`src/rtl/mem_port_arbiter_if.sv`:
```
// Line-sized memory request channel: requester drives enable/write/addr/wr_data,
// responder returns rd_data and a single-cycle ack.
interface mem_port_arbiter_if #(
    parameter int DATA_W = 256,
    parameter int ADDR_W = 32
) ();
    logic              enable;
    logic              write;
    logic [ADDR_W-1:0] addr;
    logic [DATA_W-1:0] wr_data;
    logic [DATA_W-1:0] rd_data;
    logic              ack;

    modport master (
        output enable, write, addr, wr_data,
        input  rd_data, ack
    );

    modport slave (
        input  enable, write, addr, wr_data,
        output rd_data, ack
    );
endinterface

```
`src/rtl/mem_port_arbiter.sv`:
```
// Round-robin share of one memory port between icache (p0) and dcache (p1); grant is one cycle after request.
// Requests wait while the other port is served; ack passes straight through; watchdog ends a stuck grant.
module mem_port_arbiter #(
    parameter int DATA_W  = 256,
    parameter int ADDR_W  = 32,
    parameter int TIMEOUT = 1023
) (
    input  logic               clk_i,
    input  logic               rst_i,
    mem_port_arbiter_if.slave  p0,
    mem_port_arbiter_if.slave  p1,
    mem_port_arbiter_if.master mem,
    output logic               timeout_o
);
    localparam logic [1:0] IDLE = 2'd0;
    localparam logic [1:0] GNT0 = 2'd1;
    localparam logic [1:0] GNT1 = 2'd2;
    localparam logic [1:0] DONE = 2'd3;

    localparam int               CNT_W     = (TIMEOUT > 0) ? $clog2(TIMEOUT + 1) : 1;
    localparam bit               WDOG_ON   = (TIMEOUT != 0);
    localparam logic [CNT_W-1:0] EXPIRE_AT = CNT_W'((TIMEOUT > 0) ? TIMEOUT - 1 : 0);

    logic [1:0]        state, state_nxt;
    logic              last_grant, last_grant_nxt;
    logic [CNT_W-1:0]  wait_cnt, wait_cnt_nxt;
    logic              timeout_nxt;

    logic              sel_en;
    logic              sel_write;
    logic [ADDR_W-1:0] sel_addr;
    logic [DATA_W-1:0] sel_wdata;
    logic              expire;

    // Memory side follows the granted requester combinationally, so an abort
    // or an async reset drops mem.enable without waiting for a clock edge.
    always_comb begin
        sel_en    = 1'b0;
        sel_write = 1'b0;
        sel_addr  = '0;
        sel_wdata = '0;
        if (state == GNT0) begin
            sel_en    = p0.enable;
            sel_write = p0.write;
            sel_addr  = p0.addr;
            sel_wdata = p0.wr_data;
        end else if (state == GNT1) begin
            sel_en    = p1.enable;
            sel_write = p1.write;
            sel_addr  = p1.addr;
            sel_wdata = p1.wr_data;
        end
    end

    assign mem.enable  = sel_en;
    assign mem.write   = sel_write;
    assign mem.addr    = sel_addr;
    assign mem.wr_data = sel_wdata;

    assign p0.ack     = (state == GNT0) && mem.ack;
    assign p1.ack     = (state == GNT1) && mem.ack;
    assign p0.rd_data = (state == GNT0) ? mem.rd_data : '0;
    assign p1.rd_data = (state == GNT1) ? mem.rd_data : '0;

    assign expire = WDOG_ON && (wait_cnt == EXPIRE_AT);

    always_comb begin
        state_nxt      = state;
        last_grant_nxt = last_grant;
        wait_cnt_nxt   = wait_cnt;
        timeout_nxt    = timeout_o;
        case (state)
            IDLE: begin
                wait_cnt_nxt = '0;
                if (p0.enable && (!p1.enable || last_grant)) begin
                    state_nxt = GNT0;
                end else if (p1.enable) begin
                    state_nxt = GNT1;
                end
            end
            GNT0, GNT1: begin
                // Ack beats both abort and watchdog expiry in the same cycle.
                if (mem.ack) begin
                    state_nxt      = DONE;
                    last_grant_nxt = (state == GNT1);
                end else if (!sel_en) begin
                    state_nxt = IDLE;
                end else if (expire) begin
                    state_nxt      = DONE;
                    timeout_nxt    = 1'b1;
                    last_grant_nxt = (state == GNT1);
                end else if (wait_cnt != '1) begin
                    wait_cnt_nxt = wait_cnt + 1'b1;
                end
            end
            default: state_nxt = IDLE;
        endcase
    end

    always_ff @(posedge clk_i or negedge rst_i) begin
        if (!rst_i) begin
            state      <= IDLE;
            last_grant <= 1'b1;
            wait_cnt   <= '0;
            timeout_o  <= 1'b0;
        end else begin
            state      <= state_nxt;
            last_grant <= last_grant_nxt;
            wait_cnt   <= wait_cnt_nxt;
            timeout_o  <= timeout_nxt;
        end
    end
endmodule

```
`src/flat_wrapper.sv`:
```
// flat-port wrapper written by rule: the top's interface ports become plain ports
module mem_port_arbiter_flat 
#(
    parameter int DATA_W  = 256,
    parameter int ADDR_W  = 32,
    parameter int TIMEOUT = 1023
)
  (clk_i, rst_i, timeout_o, p0_enable, p0_write, p0_addr, p0_wr_data, p0_rd_data, p0_ack, p1_enable, p1_write, p1_addr, p1_wr_data, p1_rd_data, p1_ack, mem_enable, mem_write, mem_addr, mem_wr_data, mem_rd_data, mem_ack);
  mem_port_arbiter_if #(.DATA_W(DATA_W), .ADDR_W(ADDR_W)) p0_i ();
  mem_port_arbiter_if #(.DATA_W(DATA_W), .ADDR_W(ADDR_W)) p1_i ();
  mem_port_arbiter_if #(.DATA_W(DATA_W), .ADDR_W(ADDR_W)) mem_i ();
  input  logic clk_i;
  input  logic rst_i;
  output logic timeout_o;
  input wire logic [$bits(p0_i.enable)-1:0] p0_enable;
  input wire logic [$bits(p0_i.write)-1:0] p0_write;
  input wire logic [$bits(p0_i.addr)-1:0] p0_addr;
  input wire logic [$bits(p0_i.wr_data)-1:0] p0_wr_data;
  output wire logic [$bits(p0_i.rd_data)-1:0] p0_rd_data;
  output wire logic [$bits(p0_i.ack)-1:0] p0_ack;
  input wire logic [$bits(p1_i.enable)-1:0] p1_enable;
  input wire logic [$bits(p1_i.write)-1:0] p1_write;
  input wire logic [$bits(p1_i.addr)-1:0] p1_addr;
  input wire logic [$bits(p1_i.wr_data)-1:0] p1_wr_data;
  output wire logic [$bits(p1_i.rd_data)-1:0] p1_rd_data;
  output wire logic [$bits(p1_i.ack)-1:0] p1_ack;
  output wire logic [$bits(mem_i.enable)-1:0] mem_enable;
  output wire logic [$bits(mem_i.write)-1:0] mem_write;
  output wire logic [$bits(mem_i.addr)-1:0] mem_addr;
  output wire logic [$bits(mem_i.wr_data)-1:0] mem_wr_data;
  input wire logic [$bits(mem_i.rd_data)-1:0] mem_rd_data;
  input wire logic [$bits(mem_i.ack)-1:0] mem_ack;
  assign p0_i.enable = p0_enable;
  assign p0_i.write = p0_write;
  assign p0_i.addr = p0_addr;
  assign p0_i.wr_data = p0_wr_data;
  assign p0_rd_data = p0_i.rd_data;
  assign p0_ack = p0_i.ack;
  assign p1_i.enable = p1_enable;
  assign p1_i.write = p1_write;
  assign p1_i.addr = p1_addr;
  assign p1_i.wr_data = p1_wr_data;
  assign p1_rd_data = p1_i.rd_data;
  assign p1_ack = p1_i.ack;
  assign mem_enable = mem_i.enable;
  assign mem_write = mem_i.write;
  assign mem_addr = mem_i.addr;
  assign mem_wr_data = mem_i.wr_data;
  assign mem_i.rd_data = mem_rd_data;
  assign mem_i.ack = mem_ack;
  mem_port_arbiter #(.DATA_W(DATA_W), .ADDR_W(ADDR_W), .TIMEOUT(TIMEOUT)) u_core (.clk_i(clk_i), .rst_i(rst_i), .p0(p0_i), .p1(p1_i), .mem(mem_i), .timeout_o(timeout_o));
endmodule
```
`config.mk`:
```
export PLATFORM = sky130hd
export DESIGN_NAME = mem_port_arbiter_flat
export DESIGN_NICKNAME = d
export VERILOG_FILES = /design/src/rtl/mem_port_arbiter_if.sv /design/src/rtl/mem_port_arbiter.sv /design/src/flat_wrapper.sv
export SDC_FILE = /design/constraint.sdc
export NUM_CORES = 1
export LEC_CHECK = 0
export CORE_AREA = 2 2 646 648
export DETAILED_ROUTE_END_ITERATION = 10
export DIE_AREA = 0 0 648 650
export MAX_ROUTING_LAYER = met4
export PLACE_DENSITY = 0.3
export SETUP_SLACK_MARGIN = 0.05
export SYNTH_ARGS = -nofsm -noshare
export SYNTH_HDL_FRONTEND = slang
export SYNTH_SLANG_ARGS = --single-unit
```
`constraint.sdc`:
```
create_clock -name clk_i -period 2.2 [get_ports clk_i]
set_input_delay 0.44 -clock clk_i [delete_from_list [all_inputs] [get_ports clk_i]]
set_output_delay 0.44 -clock clk_i [all_outputs]
set_load 0.02 [all_outputs]
```
==> metrics <==
Worst slew margin=0.535; #FFs+latches synth=14; Final Setup Violations=779; setup TNS=-255.79 ns; Routed WL=375 mm; initial core utilization=0.0179; Unique masters post-synth=47; Yosys top cell by area=and2_1; DR WL/cell=43.1 um; H-tree levels=1; failing checks=setup timing; Synth warnings=0; Worst VDD drop=583 uV; hold worst-path end=u_core.timeout_o; WP data required=1.76 ns; Initial DRC Count=976; Layout area overhead=474%; share of flip-flops with an asynchronous set or reset=1.00; top post-synthesis cells by count=and2_1 (517), a22o_1 (258), clkbuf_1 (110); Worst-Margin Slew=0.694 ns; hold path depth=1; most frequent cell after synthesis=and2_1; I/O pin count=1,644; total CTS buffers=3; Final Critical Period=2.75 ns; fmax=0.363 GHz; number of synthesized flops with an enable pin=0; nets=3,889; Clock Latency Late Sink=0.25 ns; r2r startpoint=u_core.state[0]; gr ovfl total=0; synth top area cells=and2_1 (44%), a22o_1 (30%), clkbuf_1 (5.6%); RSZ-0062 raised after global routing=true; status=complete, but fails checks; PD cells=1280 mW/mm^2; Worst EP arrival=2.31 ns; core area=0.415 mm^2; Pins Over Slew Limit=0; CTS tree=yes; fill count=47,677; largest family of logic cells by synthesized area=simple AND/OR/NAND/NOR gates; RR Endpoint=u_core.state[0]; Max Cap Violations=0; worst setup slack after layout=-0.555 ns; r2r setup slk=-0.36 ns; Synth top area share=0.436; mux share of post-synthesis cell area=0.00726; Post-Synth Adder-Cell Area=0.0101; Hold Crit Start=u_core.timeout_o; first drt pass iteration count=5; CTS sink cnt=14; Synth Area in Compound Gates=0.361; Synth Area in Simple Gates=0.502; crit end category=output pin; Worst Path Max Fanout=8; first-pass GRT wire length=413 mm; PortBufs=1,643; CTS Buffer Depth=2; Mapped Nets=1,947; Met2 Wirelength=187 mm; Power Total=54.4 mW; Worst Setup Start Kind=register; vias in the first global route=18,923; via count=19,354; Final GP Congestion=1.01; die area=0.421 mm^2; via-per-instance ratio=2.22; hold buffers post-CTS=0; Synth Flop Type=dfrtp_1; antenna viol nets, final=0; Final Hold Vio Count=0; GRT Resource Usage Total=0.173; initial antenna violation count=436; Post-Syn Area=0.00741 mm^2; sequential share of the synthesized area=0.0474; worst hold path class=register to register; Pleak=16.1 nW; Reg clk slew, reported paths=0.05 ns; Post-Synth XOR/XNOR Area=0; share of cells above drive strength 1=0.477; Post-route DRC=0; die width=648 um; Setup Skew=0.00139 ns; Std-Cell Rows=237; met3 WL=52.0 mm; dpl hpwl=349 mm; Clock Tree Root=clkbuf_16; crit share post-route=1.25; Die Span Y=650 um; Reg2Reg Depth=10; crit path kind=register to output pin; M1 wire length=129 mm; Avg Cell Area, Syn=6.73 um^2; top layer in use=met4; largest net degree at the start of global routing=75; synthesized instance count=1,102
==> registers in the layout, summed over array words and instances (netlist names) <==
signal and count:
u_core.last_grant 1, u_core.state 2, u_core.timeout_o 1, u_core.wait_cnt 10
==> power by group <==
part	internal [mW]	switching, mW
sequential	0.344	0.125
combinational	26.2	27.4
clock	0.246	0.125
total	26.8	27.6
==> metrics by stage <==
| stage | hold WS (ns) | area [um^2] | worst slack, ns | instances | utilization |
|---|---|---|---|---|---|
| finish | 0.519 | 42600 | -0.555 | 8704 | 0.103 |
| global route | 0.548 | 42500 | -0.591 | 8689 | 0.102 |
| CTS | 0.522 | 39800 | -0.626 | 8448 | 0.0960 |
| detailed placement | 0.503 | 38000 | -1.11 | 8390 | 0.0915 |
| global placement | 0.487 | 38000 | -1.15 | 8390 | 0.0915 |
| floorplan | 0.144 | 7410 | 0.0408 | 1102 | - |
==> worst max-delay path by stage <==
stage	slack, ns	cells after the start	endpoint	from
2_1_floorplan	0.04	7	mem_wr_data[100]	u_core.state[0]
3_3_place_gp	-1.15	7	mem_wr_data[4]	u_core.state[0]
3_5_place_dp	-1.11	7	mem_wr_data[4]	u_core.state[0]
4_1_cts	-0.63	7	mem_addr[16]	u_core.state[0]
5_1_grt	-0.59	10	mem_wr_data[87]	u_core.state[1]
6_report	-0.55	10	mem_wr_data[131]	u_core.state[1]
==> cell families (layout without fill, tap and decap cells) <==
family,count (synthesis),after routing
compound gates,319,319
fa+ha+maj,6,6
buf+inv,136,2077
flops,14,14
mux,5,5
other cells,0,164
simple gates,622,622
==> layer usage <==
metal | track usage | vias up
met5 | - | -
met4 | 0.0147 | 0
met3 | 0.0979 | 494
met2 | 0.305 | 1654
met1 | 0.171 | 9164
li1 | - | 8042
==> final cells by class <==
type | count | area, um^2 | share of cell area
well taps | 5497 | 6880 | 0.162
clock buffers | 4 | 78.8 | 0.00185
diodes | 164 | 410 | 0.00964
repair buffers | 2067 | 26800 | 0.631
flip-flops and latches | 14 | 353 | 0.00829
inverters | 6 | 25.0 | 0.000588
multi-input cells | 952 | 7970 | 0.187
==> placed cells by master (no fill, tap or decap), types with 15 or more instances in the layout <==
cell type and count:
clkdlybuf4s50_1 860, a22o_4 130, buf_16 27, diode_2 164, and2_4 93, clkbuf_2 26
buf_12 597, buf_6 116, buf_4 350, clkbuf_16 33, clkdlybuf4s15_2 15, nand2_1 69
and2_1 425, o21ai_1 20, buf_8 18, a22o_1 123
==> repair_timing <==
item                                    4_1_cts  5_1_grt
buffers inserted                             40       64
resized for setup                           487      789
pin swaps                                    21       40
gates cloned                                 16       37
endpoints found under the setup margin      817      816
==> critical path, stage by stage (launching register included) <==
cell	delay, ns
dfrtp_1	0.41
buf_6	0.14
ha_4	0.19
nor2b_4	0.15
buf_12	0.15
buf_16	0.16
buf_12	0.16
clkbuf_16	0.16
buf_6	0.12
a22o_4	0.24
buf_12	0.13
(Power assumes the default switching activity.)
